[src/rtl/rv32_uart_tx_mmio.sv]
// rv32_uart_tx_mmio: memory-mapped UART transmitter with TX FIFO on the RAM-style bus.
// Build option UART_PARITY_EN adds an even-parity bit (8E1 frames, STATUS[4]=1).
module rv32_uart_tx_mmio #(
    parameter int unsigned           ADDR_WIDTH = 16,
    parameter logic [ADDR_WIDTH-1:0] BASE_WADDR = 16'hFF00,
    parameter int unsigned           FIFO_DEPTH = 8,
    parameter logic [15:0]           DIV_RESET  = 16'd868
) (
    input  logic                  clk,
    input  logic                  reset_n,
    input  logic                  bus_wr_en,
    input  logic [3:0]            bus_wr_strobe,
    input  logic [ADDR_WIDTH-1:0] bus_addr,
    input  logic [31:0]           bus_wr_data,
    output logic [31:0]           rd_data,
    output logic                  rd_hit,
    output logic                  tx,
    output logic                  irq
);
    localparam int unsigned PW = $clog2(FIFO_DEPTH);
    localparam int unsigned LW = PW + 1;

    typedef enum logic [2:0] {
        S_IDLE, S_START, S_DATA, S_PARITY, S_STOP
    } state_t;

    state_t          state_q, state_d;
    logic [15:0]     cnt_q, cnt_d;
    logic [2:0]      bit_q, bit_d;
    logic [7:0]      shift_q, shift_d;
    logic            par_q, par_d;
    logic            tx_q, tx_d;
    logic            irq_q, irq_d;
    logic [LW-1:0]   level_q, level_d;
    logic [PW-1:0]   wptr_q, wptr_d;
    logic [PW-1:0]   rptr_q, rptr_d;
    logic            ovf_q, ovf_d;
    logic [15:0]     div_q, div_d;
    logic [31:0]     rd_data_q, rd_data_d;
    logic            rd_hit_q, rd_hit_d;
    logic [7:0]      mem_q [FIFO_DEPTH];

    logic            hit, wr_hit, push, push_ok, pop, empty, full, bit_end;
    logic [1:0]      off;
    logic [15:0]     div_eff;
    logic [31:0]     status;
    logic            unused_bits;

    assign unused_bits = ^{bus_wr_data[31:16], bus_wr_strobe[3:2]};

    always_comb begin
        hit     = bus_addr[ADDR_WIDTH-1:2] == BASE_WADDR[ADDR_WIDTH-1:2];
        off     = bus_addr[1:0];
        wr_hit  = bus_wr_en && hit;
        push    = wr_hit && (off == 2'd0) && bus_wr_strobe[0];
        empty   = level_q == '0;
        full    = level_q == LW'(FIFO_DEPTH);
        div_eff = (div_q == 16'd0) ? 16'd1 : div_q;
        bit_end = cnt_q == 16'd0;
    end

    // Serializer; a frame ending with data queued chains straight into START.
    always_comb begin
        state_d = state_q;
        cnt_d   = cnt_q;
        bit_d   = bit_q;
        shift_d = shift_q;
        par_d   = par_q;
        pop     = 1'b0;
        if (state_q != S_IDLE) begin
            cnt_d = bit_end ? div_eff - 16'd1 : cnt_q - 16'd1;
        end
        unique case (state_q)
            S_IDLE: begin
                if (!empty) begin
                    pop     = 1'b1;
                    shift_d = mem_q[rptr_q];
                    par_d   = ^mem_q[rptr_q];
                    cnt_d   = div_eff - 16'd1;
                    state_d = S_START;
                end
            end
            S_START: begin
                if (bit_end) begin
                    bit_d   = 3'd0;
                    state_d = S_DATA;
                end
            end
            S_DATA: begin
                if (bit_end) begin
                    shift_d = shift_q >> 1;
                    bit_d   = bit_q + 3'd1;
                    if (bit_q == 3'd7) begin
`ifdef UART_PARITY_EN
                        state_d = S_PARITY;
`else
                        state_d = S_STOP;
`endif
                    end
                end
            end
            S_PARITY: begin
                if (bit_end) state_d = S_STOP;
            end
            S_STOP: begin
                if (bit_end) begin
                    if (!empty) begin
                        pop     = 1'b1;
                        shift_d = mem_q[rptr_q];
                        par_d   = ^mem_q[rptr_q];
                        state_d = S_START;
                    end else begin
                        state_d = S_IDLE;
                    end
                end
            end
            default: state_d = S_IDLE;
        endcase

        case (state_d)
            S_START:  tx_d = 1'b0;
            S_DATA:   tx_d = shift_d[0];
            S_PARITY: tx_d = par_d;
            default:  tx_d = 1'b1;
        endcase
    end

    // A pop on a full FIFO frees the slot the same-cycle push lands in.
    always_comb begin
        push_ok = push && (!full || pop);
        level_d = level_q + LW'(push_ok) - LW'(pop);
        wptr_d  = push_ok ? wptr_q + PW'(1) : wptr_q;
        rptr_d  = pop ? rptr_q + PW'(1) : rptr_q;
        ovf_d   = ovf_q;
        if (wr_hit && off == 2'd1 && bus_wr_strobe[0] && bus_wr_data[3]) begin
            ovf_d = 1'b0;
        end
        if (push && !push_ok) ovf_d = 1'b1;
        div_d = div_q;
        if (wr_hit && off == 2'd2) begin
            if (bus_wr_strobe[0]) div_d[7:0]  = bus_wr_data[7:0];
            if (bus_wr_strobe[1]) div_d[15:8] = bus_wr_data[15:8];
        end
        irq_d = (level_d == '0) && (state_d == S_IDLE);
    end

    always_comb begin
        status       = '0;
        status[0]    = full;
        status[1]    = empty;
        status[2]    = state_q != S_IDLE;
        status[3]    = ovf_q;
        status[15:8] = 8'(level_q);
`ifdef UART_PARITY_EN
        status[4]    = 1'b1;
`else
        status[4]    = 1'b0;
`endif
        rd_hit_d  = hit;
        rd_data_d = '0;
        if (hit) begin
            case (off)
                2'd1:    rd_data_d = status;
                2'd2:    rd_data_d = {16'h0, div_q};
                default: rd_data_d = '0;
            endcase
        end
    end

    always_ff @(posedge clk or negedge reset_n) begin
        if (!reset_n) begin
            state_q   <= S_IDLE;
            cnt_q     <= '0;
            bit_q     <= '0;
            shift_q   <= '0;
            par_q     <= 1'b0;
            tx_q      <= 1'b1;
            irq_q     <= 1'b1;
            level_q   <= '0;
            wptr_q    <= '0;
            rptr_q    <= '0;
            ovf_q     <= 1'b0;
            div_q     <= DIV_RESET;
            rd_data_q <= '0;
            rd_hit_q  <= 1'b0;
        end else begin
            state_q   <= state_d;
            cnt_q     <= cnt_d;
            bit_q     <= bit_d;
            shift_q   <= shift_d;
            par_q     <= par_d;
            tx_q      <= tx_d;
            irq_q     <= irq_d;
            level_q   <= level_d;
            wptr_q    <= wptr_d;
            rptr_q    <= rptr_d;
            ovf_q     <= ovf_d;
            div_q     <= div_d;
            rd_data_q <= rd_data_d;
            rd_hit_q  <= rd_hit_d;
        end
    end

    always_ff @(posedge clk) begin
        if (push_ok) mem_q[wptr_q] <= bus_wr_data[7:0];
    end

    assign rd_data = rd_data_q;
    assign rd_hit  = rd_hit_q;
    assign tx      = tx_q;
    assign irq     = irq_q;
endmodule
[config.mk]
export PLATFORM = sky130hd
export DESIGN_NAME = rv32_uart_tx_mmio
export DESIGN_NICKNAME = d
export VERILOG_FILES = /design/src/rtl/rv32_uart_tx_mmio.sv
export SDC_FILE = /design/constraint.sdc
export NUM_CORES = 1
export LEC_CHECK = 0
export CAP_MARGIN = 15
export CORE_ASPECT_RATIO = 1.75
export CORE_MARGIN = 1.5
export CORE_UTILIZATION = 55
export CTS_CLUSTER_SIZE = 12
export DETAILED_ROUTE_END_ITERATION = 10
export PLACE_DENSITY = 0.8
export SYNTH_ARGS = -nofsm -noshare
export SYNTH_HDL_FRONTEND = slang
export SYNTH_SLANG_ARGS = --single-unit
[constraint.sdc]
create_clock -name clk -period 8.77 [get_ports clk]
set_input_delay 0.877 -clock clk [delete_from_list [all_inputs] [get_ports clk]]
set_output_delay 0.877 -clock clk [all_outputs]
set_load 0.05 [all_outputs]
==> flow_metrics.env, run 1 <==
export IMPL_status="finished with violations"
export IMPL_violations="design-rule violations"
export IMPL_drive_above_1_share_pct=14.5
export IMPL_fin_tns_setup_ns=0
export IMPL_top_level_ports=90
export IMPL_cap_violations=0
export IMPL_cts_buffers_inserted=17
export IMPL_num_vias=4395
export IMPL_worstPathCellList="or4_4 > nor4bb_1 > buf_4 > nand2_4 > a21o_1 > a31oi_2 > inv_1 > ha_1 > inv_1 > ha_1 > inv_1 > fa_1 > inv_1 > nor3_1 > nor4b_1"
export IMPL_rows=52
export IMPL_synthCells=510
export IMPL_whs_endpoint="par_q"
export IMPL_regToRegEndpoint="irq"
export IMPL_cp_data_arrival_time_ns=4.73
export IMPL_grt_pass1_vias=4588
export IMPL_synth_avg_cell_area_um2=12.8
export IMPL_critPathLaunchType="flop"
export IMPL_synth_edf_count=64
export IMPL_cts_tree="built"
export IMPL_tightest_slew_ns=1.08
export IMPL_ys_warn_count=0
export IMPL_die_height_um=147
export IMPL_p_leak_nw=3.09
export IMPL_root_buffer="clkbuf_16"
export IMPL_vias_per_cell=6.14
export IMPL_cpMostUsedCell="inv_1"
export IMPL_clockBufferDepth=2
export IMPL_ant_nets=0
export IMPL_reg2reg_depth=15
export IMPL_drc_errors=6
export IMPL_die_x_um=85.5
export IMPL_r2r_slack_ns=4.34
export IMPL_routed_wl_um=14200
export IMPL_htree_levels=4
export IMPL_hp_start="par_q"
export IMPL_post_cts_buffers=0
export IMPL_min_path_type="flop to flop"
export IMPL_io_buffer_count=55
export IMPL_holdWs_ns=0.506
export IMPL_syn_area_um2=6550
export IMPL_crit_family="simple AND/OR/NAND/NOR gates"
export IMPL_dieArea_um2=12600
export IMPL_path_buf_inv=5
export IMPL_finalNetCount=639
export IMPL_slowest_stage="or4_4"
export IMPL_core_um2=11600
export IMPL_skew_ns=0.00846
export IMPL_critical_path_peak_fanout=14
export IMPL_place_gp_congestion=0.919
export IMPL_ys_types=55
export IMPL_synth_seq_cells=141
export IMPL_grt_setup_unrepaired="no"
export IMPL_grt_usage_pct=24.3
export IMPL_setup_viol=0
export IMPL_seq_area_frac_synth_pct=58.9
export IMPL_avgRoutedWirePerCell_um=19.8
export IMPL_hold_depth=2
export IMPL_initial_core_util_pct=56.6
export IMPL_required_ns=9.06
export IMPL_hold_violations=0
export IMPL_r2r_start="cnt_q[6]"
export IMPL_dp_hpwl_um=10100
export IMPL_clk_latency_ns=0.42
export IMPL_vdd_drop_max_uv=180
export IMPL_slowest_delay_ns=0.59
export IMPL_power_density_nw_per_um2=251
export IMPL_antenna_found_initial=0
export IMPL_drtIter0Drc=379
export IMPL_finalMaxSlewViolations=0
export IMPL_worstSetupEndpointType="flop"
export IMPL_path_clk_slew_ns=0.06
export IMPL_setup_ws_ns=4.34
export IMPL_period_needed_ns=4.43
export IMPL_grt_first_pass_wirelength_um=23100
export IMPL_criticalPathCategory="flop to flop"
export IMPL_max_slew_margin_rel_pct=28.1
export IMPL_cts_repair_resized=0
export IMPL_clock_sinks=141
export IMPL_syn_to_final_growth_pct=17.7
export IMPL_grt_max_degree=78
export IMPL_diodes=0
export IMPL_fmax_ghz=0.226
export IMPL_overflow=0
export IMPL_utilization_pct=66.6
export IMPL_hold_buffers=0
export IMPL_post_place_ws_ns=4.14
export IMPL_async_flop_share_pct=54.6
export IMPL_first_pass_iters=8
export IMPL_synth_ff_type="dfrtp_1"
export IMPL_min_period_over_period_pct=50.5
[cells in the mapped netlist, drive strengths merged (4+ instances only)]
cell type	number	area, um2
o221ai	4	35.0
a221o	8	80.1
xor2	10	87.6
nor3	19	106
dfrtp	70	1750
a21oi	15	75.1
nand2b	6	37.5
nor4	9	62.6
nand4	6	37.5
a22oi	8	60.1
mux2i	7	70.1
mux2	19	214
buf	21	145
or3	4	25.0
a21o	5	37.5
clkbuf	15	56.3
nor2	37	139
ha	15	188
o21ai	25	125
nand3	9	45.0
or4	5	41.3
edfxtp	64	1920
inv	17	63.8
xnor2	17	149
o211ai	5	37.5
and3	8	50.1
mux4	16	360
dfstp	7	184
nand2	31	124
[cell usage in the layout (no fill, tap or decap), types with 5 or more instances in the layout]
master            n
a21o_1            5
a21oi_1          15
a221o_1           8
a22oi_1           8
and3_1            8
buf_4             6
clkbuf_16        17
clkdlybuf4s50_1  54
conb_1           16
dfrtp_1          70
dfstp_2           7
edfxtp_1         64
ha_1             15
inv_1            17
mux2_2           19
mux2i_1           7
mux4_2           16
nand2_1          30
nand2b_1          6
nand3_1           9
nand4_1           6
nor2_1           37
nor3_1           18
nor4_1            8
o211ai_1          5
o21ai_0          25
xnor2_1          17
xor2_1           10
[kinds of logic after synthesis]
group | after synthesis | share of synthesized area, %
and+or+nand+nor | 146 | 11.7
DFF | 141 | 58.9
AOI/OAI and AO/OA | 84 | 8.73
buffers and inverters | 53 | 4.05
muxes | 42 | 9.84
xor gates and xnor gates | 27 | 3.61
adders and majority gates | 16 | 3.17
other | 1 | 0.0572
[through the flow]
| step | area [um2] | std cells | power, W |
|---|---|---|---|
| 5_1_grt | 7710 | 716 | 0.00202 |
| 2_1_floorplan | 6610 | 525 | 0.00117 |
| 6_report | 7710 | 716 | 0.00194 |
| 4_1_cts | 7710 | 716 | 0.00194 |
| 3_5_place_dp | 7160 | 684 | 0.00127 |
| 3_3_place_gp | 7160 | 684 | 0.00126 |
[routing by layer]
metal | share of wire [%] | track usage [%] | routed length (um) | vias to the layer above
li1 | - | - | - | 1995
met1 | 34 | 25.0 | 4880 | 2204
met2 | 58 | 45.5 | 8180 | 149
met3 | 3.7 | 4.36 | 531 | 47
met4 | 4.1 | 13.1 | 576 | 0
met5 | 0 | 0 | 0 | -
[cell type report]
class / instances / area (um2)
clock buffer: 17 / 425
tap: 135 / 169
fill: 839 / 3870
clock inverter: 15 / 123
inverter: 17 / 63.8
sequential: 141 / 3860
timing repair buffer: 60 / 586
multi-input combinational: 331 / 2480
[flip-flops by register name (all words and copies together) (netlist names), 3 cells and up]
signal / flops
wptr_q: 3
cnt_q: 16
level_q: 4
rd_data: 16
mem_q: 64
div_q: 16
bit_q: 3
shift_q: 8
rptr_q: 3
state_q: 3
[worst register-to-register path, cell delays in order, from the launching register on]
cell and delay [ns]:
dfrtp_1 0.45, or4_4 0.59, nor4bb_1 0.29, buf_4 0.22, nand2_4 0.10, a21o_1 0.38
a31oi_2 0.52, inv_1 0.09, ha_1 0.30, inv_1 0.06, ha_1 0.17, inv_1 0.06
fa_1 0.49, inv_1 0.06, nor3_1 0.19, nor4b_1 0.35
[power by group]
part | total, W | leakage [nW] | internal [W] | switching (W)
Sequential | 0.000875 | 1.55 | 0.000772 | 0.000103
Combinational | 0.000396 | 1.28 | 0.000192 | 0.000205
Clock | 0.000664 | 0.260 | 0.000387 | 0.000277
[how the worst max path moves through the flow]
stage / start / to / slack [ns] / cells after the start
floorplan: cnt_q[6] / irq / 5.18 / 15
global placement: bus_addr[3] / irq / 4.25 / 16
detailed placement: bus_addr[3] / irq / 4.14 / 16
CTS: cnt_q[6] / irq / 4.29 / 15
global route: cnt_q[2] / irq / 4.08 / 15
finish: cnt_q[6] / irq / 4.34 / 15
Power figures use the tool's default switching activity.
==> inputs of run 2 (changes only) <==
--- a/config.mk
+++ b/config.mk
@@ -8,10 +8,10 @@
 export CAP_MARGIN = 15
 export CORE_ASPECT_RATIO = 1.75
 export CORE_MARGIN = 1.5
-export CORE_UTILIZATION = 55
+export CORE_UTILIZATION = 50
 export CTS_CLUSTER_SIZE = 12
 export DETAILED_ROUTE_END_ITERATION = 10
-export PLACE_DENSITY = 0.8
+export PLACE_DENSITY = 0.77
 export SYNTH_ARGS = -nofsm -noshare
 export SYNTH_HDL_FRONTEND = slang
 export SYNTH_SLANG_ARGS = --single-unit
==> constraint.sdc (replaced) <==
create_clock -name clk -period 3.65 [get_ports clk]
set_input_delay 0.365 -clock clk [delete_from_list [all_inputs] [get_ports clk]]
set_output_delay 0.365 -clock clk [all_outputs]
set_load 0.05 [all_outputs]
==> flow_metrics.env, run 2 (same netlist as run 1, synthesis figures left out) <==
export IMPL_p_int_w=0.00345
export IMPL_initial_core_util_pct=50.9
export IMPL_drc_errors=0
export IMPL_diodes=0
export IMPL_core_um2=12900
export IMPL_layout_commonest_cell="dfrtp_1"
export IMPL_grt_pass1_vias=4739
export IMPL_r2r_slack_ns=0.15
export IMPL_avgRoutedWirePerCell_um=19.5
export IMPL_num_vias=4479
export IMPL_vias_per_cell=5.79
export IMPL_worstSetupEndpointType="flop"
export IMPL_fmax_ghz=0.286
export IMPL_critical_path_peak_fanout=13
export IMPL_critPathLaunchType="flop"
export IMPL_setup_viol=0
export IMPL_routed_wl_um=15000
export IMPL_p_leak_nw=3.25
export IMPL_power_switching_w=0.00144
export IMPL_min_period_over_period_pct=95.9
export IMPL_layout_common_cells="70 x dfrtp_1, 64 x edfxtp_1, 54 x clkdlybuf4s50_1"
export IMPL_die_x_um=89.5
export IMPL_io_buffer_count=55
export IMPL_pwr_share_clk_pct=35.7
export IMPL_antenna_found_initial=0
export IMPL_placed_cell_area_um2=7330
export IMPL_status="complete, no violations"
export IMPL_reg2reg_depth=15
export IMPL_num_fill_cells=993
export IMPL_stdcell_area_um2=7990
export IMPL_holdWs_ns=0.0929
export IMPL_dp_hpwl_um=10900
export IMPL_clock_sinks=141
export IMPL_die_height_um=154
export IMPL_top_level_ports=90
export IMPL_power_frac_seq_pct=42.7
export IMPL_min_path_type="input port to async pin"
export IMPL_overflow=0
export IMPL_r2r_start="cnt_q[7]"
export IMPL_finalMaxSlewViolations=0
export IMPL_hold_buffers=0
export IMPL_first_pass_iters=8
export IMPL_dieArea_um2=13800
export IMPL_skew_ns=0.00659
export IMPL_htree_levels=4
export IMPL_cp_data_arrival_time_ns=3.82
export IMPL_ant_nets=0
export IMPL_required_ns=3.97
export IMPL_place_gp_congestion=0.978
export IMPL_finalNetCount=660
export IMPL_crit_start="cnt_q[7]"
export IMPL_seq_area_um2=3860
export IMPL_power_w=0.00489
export IMPL_largest_register="mem_q"
export IMPL_cts_tree="built"
export IMPL_vdd_drop_max_uv=342
export IMPL_cap_violations=0
export IMPL_criticalPathCategory="flop to flop"
export IMPL_rows=55
export IMPL_largest_register_ffs=64
export IMPL_max_slew_margin_rel_pct=34.6
export IMPL_clockBufferDepth=2
export IMPL_hold_violations=0
export IMPL_path_clk_slew_ns=0.06
export IMPL_drive_above_1_share_pct=18.4
export IMPL_power_switching_share_pct=29.4
export IMPL_root_buffer="clkbuf_16"
export IMPL_tightest_slew_ns=0.981
export IMPL_power_frac_comb_pct=21.6
export IMPL_grt_first_pass_wirelength_um=24200
export IMPL_multiInputGateArea_um2=2510
export IMPL_period_needed_ns=3.50
export IMPL_syn_to_final_growth_pct=22.0
export IMPL_grt_usage_pct=23.7
export IMPL_drtIter0Drc=316
export IMPL_grt_max_degree=78
export IMPL_cts_buffers_inserted=17
export IMPL_clk_latency_ns=0.41
export IMPL_power_density_nw_per_um2=612
[run 2: metal layers]
metal,vias up,part of all wire [%],GRT usage (%),wire (um)
met1,2218,34,24.8,5120
met3,57,3.8,4.22,568
met5,-,0,0,0
met4,0,4.9,12.8,735
met2,159,57,43.1,8610
li1,2045,-,-,-
[run 2: final timing paths]
kind	to
setup / recovery	irq
hold / removal	wptr_q[2]
setup reg to reg	irq
hold reg to reg	cnt_q[13]
max in group asynchronous	bit_q[2]
min in group clk	cnt_q[13]
[run 2: timing repair]
item	CTS	global route
buffers inserted	0	4
endpoints found under the setup margin	0	1
resized for setup	0	5
[run 2: worst max-delay path, cell delays in order, from the launching register on]
cell and delay, ns:
dfrtp_1 0.40, or4_4 0.59, nor4bb_4 0.30, buf_4 0.18
nand2_4 0.05, a21o_1 0.22, buf_4 0.19, inv_1 0.10
ha_1 0.23, inv_1 0.06, ha_2 0.18, inv_2 0.04
fa_1 0.47, inv_1 0.05, nor3_1 0.14, nor4b_2 0.22
[run 2: layout make-up]
type / instances / area share (%)
Sequential cell: 141 / 48.3
Timing Repair Buffer: 81 / 9.30
Inverter: 17 / 0.799
Multi-Input combinational cell: 331 / 31.4
Clock buffer: 21 / 5.93
Clock inverter: 11 / 1.61
Tap cell: 171 / 2.68
[run 2: power by group through the flow]
stage	Clock [W]	Combinational, W	Sequential [W]
finish	0.00175	0.00105	0.00209
global route	0.00184	0.00116	0.00211
CTS	0.00176	0.00102	0.00208
detailed placement	0	0.00101	0.00211
global placement	0	0.000965	0.00209
floorplan	0	0.000770	0.00203
[run 2: through the flow]
| stage | setup WS, ns | TNS, ns | util, % | cells |
|---|---|---|---|---|
| finish | 0.151 | 0 | 62.1 | 773 |
| global route | -0.0386 | -0.0386 | 62.1 | 773 |
| CTS | 0.00953 | 0 | 61.7 | 769 |
| detailed placement | 0.0482 | 0 | 57.0 | 737 |
| global placement | 0.0874 | 0 | 57.0 | 737 |
| floorplan | 0.0650 | 0 | - | 525 |
==> inputs of run 3 (changes only) <==
--- a/config.mk
+++ b/config.mk
@@ -11,6 +11,7 @@
 export CORE_UTILIZATION = 50
 export CTS_CLUSTER_SIZE = 12
 export DETAILED_ROUTE_END_ITERATION = 10
+export HOLD_SLACK_MARGIN = 0.12
 export PLACE_DENSITY = 0.77
 export SYNTH_ARGS = -nofsm -noshare
 export SYNTH_HDL_FRONTEND = slang
==> results of run 3 <==
No change in the layout: final DEF, timing and power equal those of run 2.
